===== src/rtl/match_fifo.sv =====
// Match-address capture FIFO for one search pass: buffers engine matches and drains them over valid/ready.
// Optional MATCH_DEDUP_EN: drop a match whose address repeats the last accepted one of this pass.
module match_fifo #(
  parameter int DEPTH = 16,
  parameter int AW    = 8
) (
  input  logic          CLK100MHZ,
  input  logic          CPU_RESETN,
  input  logic          start,
  input  logic          match_valid,
  input  logic [AW-1:0] match_addr,
  input  logic          search_done,
  output logic          out_valid,
  input  logic          out_ready,
  output logic [AW-1:0] out_addr,
  output logic          out_last,
  output logic [7:0]    match_count,
  output logic          overflow,
  output logic          busy,
  output logic          finished
);
  localparam int PW = $clog2(DEPTH);

  typedef enum logic [3:0] {
    IDLE    = 4'b0001,
    COLLECT = 4'b0010,
    DRAIN   = 4'b0100,
    DONE    = 4'b1000
  } state_t;

  state_t          state_q;
  logic [AW-1:0]   mem_q [DEPTH];
  logic [PW-1:0]   rptr_q, wptr_q;
  logic [PW:0]     occ_q, occ_d;
  logic [7:0]      cnt_q;
  logic            ovf_q;
  logic            dup, accept, full, push, pop;

`ifdef MATCH_DEDUP_EN
  logic            last_vld_q;
  logic [AW-1:0]   last_addr_q;

  assign dup = last_vld_q && (match_addr == last_addr_q);

  always_ff @(posedge CLK100MHZ or negedge CPU_RESETN) begin
    if (!CPU_RESETN) begin
      last_vld_q  <= 1'b0;
      last_addr_q <= '0;
    end else if (start) begin
      last_vld_q  <= 1'b0;
    end else if (accept) begin
      last_vld_q  <= 1'b1;
      last_addr_q <= match_addr;
    end
  end
`else
  assign dup = 1'b0;
`endif

  assign busy        = (state_q == COLLECT) || (state_q == DRAIN);
  assign finished    = (state_q == DONE);
  assign out_valid   = busy && (occ_q != '0);
  assign out_last    = out_valid && (occ_q == (PW+1)'(1)) && (state_q == DRAIN);
  // Gate the head read so the bus reads zero whenever nothing is offered (incl. reset).
  assign out_addr    = out_valid ? mem_q[rptr_q] : '0;
  assign match_count = cnt_q;
  assign overflow    = ovf_q;

  always_comb begin
    full   = (occ_q == (PW+1)'(DEPTH));
    accept = (state_q == COLLECT) && match_valid && !start && !dup;
    pop    = out_valid && out_ready && !start;
    // A pop in the same cycle frees the slot, so a full FIFO still takes the push.
    push   = accept && (!full || pop);
    occ_d  = occ_q + (PW+1)'(push) - (PW+1)'(pop);
  end

  always_ff @(posedge CLK100MHZ) begin
    if (push) mem_q[wptr_q] <= match_addr;
  end

  always_ff @(posedge CLK100MHZ or negedge CPU_RESETN) begin
    if (!CPU_RESETN) begin
      state_q <= IDLE;
      rptr_q  <= '0;
      wptr_q  <= '0;
      occ_q   <= '0;
      cnt_q   <= '0;
      ovf_q   <= 1'b0;
    end else if (start) begin
      state_q <= COLLECT;
      rptr_q  <= '0;
      wptr_q  <= '0;
      occ_q   <= '0;
      cnt_q   <= '0;
      ovf_q   <= 1'b0;
    end else begin
      if (push) wptr_q <= wptr_q + 1'b1;
      if (pop)  rptr_q <= rptr_q + 1'b1;
      occ_q <= occ_d;
      if (accept && cnt_q != 8'hFF) cnt_q <= cnt_q + 8'd1;
      if (accept && full && !pop)   ovf_q <= 1'b1;
      case (state_q)
        COLLECT: if (search_done) state_q <= DRAIN;
        DRAIN:   if (occ_d == '0) state_q <= DONE;
        default: state_q <= state_q;
      endcase
    end
  end
endmodule


===== config.mk =====
export PLATFORM = sky130hd
export DESIGN_NAME = match_fifo
export DESIGN_NICKNAME = d
export VERILOG_FILES = /design/src/rtl/match_fifo.sv
export SDC_FILE = /design/constraint.sdc
export NUM_CORES = 1
export LEC_CHECK = 0
export ABC_AREA = 1
export ABC_CLOCK_PERIOD_IN_PS = 3800
export CAP_MARGIN = 10
export CORE_MARGIN = 4
export CORE_UTILIZATION = 55
export DETAILED_ROUTE_END_ITERATION = 10
export PLACE_DENSITY_LB_ADDON = 0.12
export SLEW_MARGIN = 20
export SYNTH_ARGS = -nofsm -noshare
export SYNTH_HDL_FRONTEND = slang
export SYNTH_SLANG_ARGS = --single-unit

===== constraint.sdc =====
create_clock -name CLK100MHZ -period 3.8 [get_ports CLK100MHZ]
set_input_delay 0.38 -clock CLK100MHZ [delete_from_list [all_inputs] [get_ports CLK100MHZ]]
set_output_delay 0.38 -clock CLK100MHZ [all_outputs]
set_load 0.1 [all_outputs]

Word-level counts from Yosys, hierarchy flattened
Memories as Yosys holds them, arrays and structs flattened.
Cells that the tools add are included.

cells by class
  add/sub/neg operators = 5
  reduce and logical (&&, ||, !) cells = 24
  multiplexer cells = 16
  equal/unequal tests = 8

operators with widths
  kind                   count
  $mux W4                7
  $mux W8                3
  $logic_and A1 B1 Y1    11
  $add A4 B1 Y4 const B  2
  $add A8 B1 Y8 const B  1
  $ne A8 B8 Y1 const B   1
  $pmux W4 S2            1
  $reduce_bool A2 Y1     4
  $add A5 B1 Y5          1
  $eq A5 B1 Y1 const B   1
  $eq A5 B5 Y1 const B   1
  $logic_not A5 Y1       1
  $mux W5                1
  $reduce_bool A5 Y1     1
  $sub A5 B1 Y5          1
  $eq A4 B2 Y1 const B   1
  $eq A4 B3 Y1 const B   1
  $eq A4 B4 Y1 const B   1
  $mux W1                4
  $logic_not A1 Y1       3
  $ne A3 B2 Y1 const B   1
  $ne A3 B3 Y1 const B   1
  $reduce_and A3 Y1      1
  $reduce_bool A3 Y1     1
  $logic_or A1 B1 Y1     2

word-level totals
  input port bits = 14
  memories kept = 1
  bits in writable memories = 128
  word-level logic and storage cells = 60
  flip-flop bits (word level) = 26

memories
  memory  words  width  read ports  clocked after Yosys merged registers in  write ports  RTL line  text
  mem_q   16     8      1           0                                        1            32        logic [AW-1:0] mem_q [DEPTH];

Longest topological paths before layout
  depth in word-level cells = 13
  depth in mapped cells = 18
  gate-level depth less buffers = 18

Least setup slack after synthesis
OpenSTA, ideal clock, no wires.

  path kind = register to output
  start = register state_q[1]
  end = output port finished
  buffers on the path = 0
  data required time = 3.420 ns
  path slack = 0.069 ns
  stages on the path, launching flop included = 2
  arrival = 3.351 ns
  cell sequence = dfrtp_1 nor4_1

between the ends
  longest elaborated chain between the ends = 1

ends and longest elaborated chain
  element                   RTL line  text
  start: declaration        31        state_t state_q;
  start signal: assignment  106       default: state_q <= state_q;
  $eq A4 B4 Y1              61        assign finished = (state_q == DONE);
  end: declaration          20        output logic finished

No other way between the ends.

Worst setup path after layout
  start = register rptr_q[1]
  end = output port out_addr[1]

between the ends
  longest elaborated chain between the ends = 2

ends and longest elaborated chain
  element                   RTL line  text
  start: declaration        33        logic [PW-1:0] rptr_q, wptr_q;
  start signal: assignment  99        if (pop) rptr_q <= rptr_q + 1'b1;
  $mem_v2 Z16 W8            -
  $mux W8                   65        assign out_addr = out_valid ? mem_q[rptr_q] : '0;
  end: declaration          15        output logic [AW-1:0] out_addr,

No other way between the ends.

==> results.md <==
* Core area at 12100 µm²
* Yosys cell types at 34
* Remaining Overflow, GRT at 0
* Max cap viols at 0
* HP Class: in2async
* Yosys warns at 0
* Avg Inst Size Synth at 10.9 µm²
* WP data required at 3.42 ns
* Initial antenna violation count at 0
* Vias in the first global route at 4638
* Final number of setup-violating endpoints at 0
* Placed insts at 822
* Drt wl/cell at 17.7 µm
* Sequential area share after synthesis at 0.661
* Crit path DAT at 2.79 ns
* CTS buffer count at 17
* R2R Setup Slk at 0.73 ns
* CTS Sinks at 154
* Area grow syn2layout at 16.0%
* Mapped cell area at 6800 µm²
* DIE AREA at 14200 µm²
* Initial DRC count at 454
* CTS tree: done
* Fillers at 942
* Clock transition at path regs at 0.06 ns
* Largest net degree at the start of global routing at 67
* Clock root cell: clkbuf_16
* Nets at 699
* Final period util at 0.834
* Die height at 119 µm
* Max transition margin at 0.342
* Antenna-violating nets left at 0
* Pwr dens at 666 nW/µm²
* RSZ-0062 raised after global routing: false
* Cts repair resizes at 0
* Hpwl dp at 9.66 mm
* Yosys reg bits at 154
* Max VDD drop at 0.000368 V
* Layout cell share with drive strength beyond 1 at 0.108
* Routed vias/inst at 5.45
* First-pass GRT wire length at 24.6 mm
* Post-CTS Hold Fix Bufs at 0
* Cells after Synth at 626
* CP startpoint kind: flip-flop
* Setup bufs post-CTS at 0
* Post-Route WL at 15.1 mm
* Worst Max-Slew Pin Slew at 0.984 ns
* Clk_lat worst skew at 0.42 ns
* Setup TNS at 0 ns
* Htree depth at 4
* Gpl congestion at 0.883
* Placement row count at 40
* Crit path capture type: output port
* All-layer global routing usage at 0.228
* # port buffers at 34
* Mapped Nets at 652
* Final non-filler cell total at 853
* Number of flops mapped to enable cells by yosys at 128
* Async set-reset flop share out of synthesis at 0.169
* Max clock buf depth at 2
* Routed vias at 4649
* Worst Clk Skew at 0.00713 ns
* Starting density of the core at 0.563
* Peak Freq at 316 MHz
* Drt pass-1 iters at 5
* Final Slew Violations at 0
* Drt drc at 0
* Die X at 119 µm
* Leakage at 3.01 nW
* Final hold violation count at 0
* Inserted Diodes at 0
* CP Class: reg2out
* Num ports at 35
* Status: finished, final reports clean
* Primary FF master, synth: edfxtp_1
* Period minus WS final at 3.17 ns
* CP max FO at 17
-- critical path, stage by stage, from the launching register on --
cell	delay [ns]
dfrtp_1	0.57
nand2_1	0.18
clkinv_1	0.49
nand3_1	0.27
nand2_1	0.11
nor2_1	0.10
nand2_1	0.10
a21oi_1	0.21
buf_4	0.33
-- stage by stage --
step	setup WS, ns	hold slack (ns)	util	total power [mW]	cell area (µm²)
finish	0.631	0.226	0.654	5.25	7890
global route	0.381	0.236	0.654	5.53	7890
CTS	0.634	0.221	0.654	5.29	7890
detailed placement	0.415	0.457	0.611	3.80	7370
global placement	0.539	0.446	0.611	3.76	7370
floorplan	0.0692	0.0844	-	3.36	6800
-- cell families after synthesis --
logic type      Yosys count  synth area share
compound gates           65            0.0525
xor+xnor                  9            0.0116
fa+ha+maj                12            0.0232
buf+inv                  64            0.0420
flops                   154             0.661
simple gates            322             0.209
-- worst paths after layout --
kind / to / startpoint / cells after the start
worst max-delay path: out_addr[1] / rptr_q[1]$_DFFE_PN0P_ / 8
worst min-delay path: match_count[4]$_DFFE_PN0P_ / CPU_RESETN / 1
worst max register to register: state_q[1]$_DFFE_PN0P_ / occ_q[3]$_DFF_PN0_ / 15
worst min register to register: state_q[0]$_DFFE_PN1P_ / state_q[0]$_DFFE_PN1P_ / 2
max in group asynchronous: state_q[0]$_DFFE_PN1P_ / CPU_RESETN / 2
min in group CLK100MHZ: state_q[0]$_DFFE_PN1P_ / state_q[0]$_DFFE_PN1P_ / 2
-- report_power, final --
group / internal (mW) / total, mW / switching, mW / leakage, nW
Clock: 0.881 / 1.49 / 0.613 / 0.253
Sequential: 1.90 / 1.96 / 0.0595 / 1.50
Combinational: 0.445 / 1.80 / 1.35 / 1.26
-- cell usage in the layout (no fill, tap or decap), types with 13 or more instances in the layout --
master           instances
nand2_1                129
edfxtp_1               128
nor2_1                  80
nand3_1                 70
o21ai_0                 39
inv_1                   30
buf_4                   29
clkdlybuf4s50_1         25
dfrtp_1                 24
nor3_1                  18
clkbuf_16               17
a21oi_1                 13
-- registers in the layout, indices dropped and copies added, names as in the netlist --
| signal | flops |
|---|---|
| mem_q | 128 |
| match_count | 8 |
| occ_q | 5 |
| rptr_q | 4 |
| state_q | 4 |
| wptr_q | 4 |
| overflow | 1 |
-- Yosys cell counts, types with 3 or more instances --
master | count | area, µm²
a21oi_1 | 13 | 65.1
buf_2 | 14 | 70.1
buf_6 | 3 | 33.8
clkbuf_1 | 9 | 33.8
dfrtp_1 | 25 | 626
edfxtp_1 | 128 | 3840
ha_1 | 11 | 138
inv_1 | 31 | 116
inv_2 | 3 | 11.3
nand2_1 | 129 | 484
nand2_2 | 3 | 18.8
nand2_4 | 3 | 33.8
nand3_1 | 70 | 350
nand3b_1 | 9 | 67.6
nand4_1 | 4 | 25.0
nor2_1 | 80 | 300
nor2_2 | 3 | 18.8
nor3_1 | 18 | 90.1
o211ai_1 | 9 | 67.6
o21ai_0 | 39 | 195
xor2_1 | 9 | 78.8
-- metal layers --
metal  up-vias  track usage  part of all wire
met3        18       0.0503             0.069
met5         -            0                 0
met4         0       0.0782             0.012
li1       2248            -                 -
met1      2214        0.316              0.43
met2       169        0.358              0.49
-- layout make-up --
cell class	count	area (µm²)	area share
clock buffers	20	437	0.0554
repair buffers	56	508	0.0644
flip-flops and latches	154	4500	0.570
multi-input cells	408	2020	0.256
clock inverters	11	81.3	0.0103
inverters	36	136	0.0173
well taps	168	210	0.0267
(Power assumes the default switching activity.)
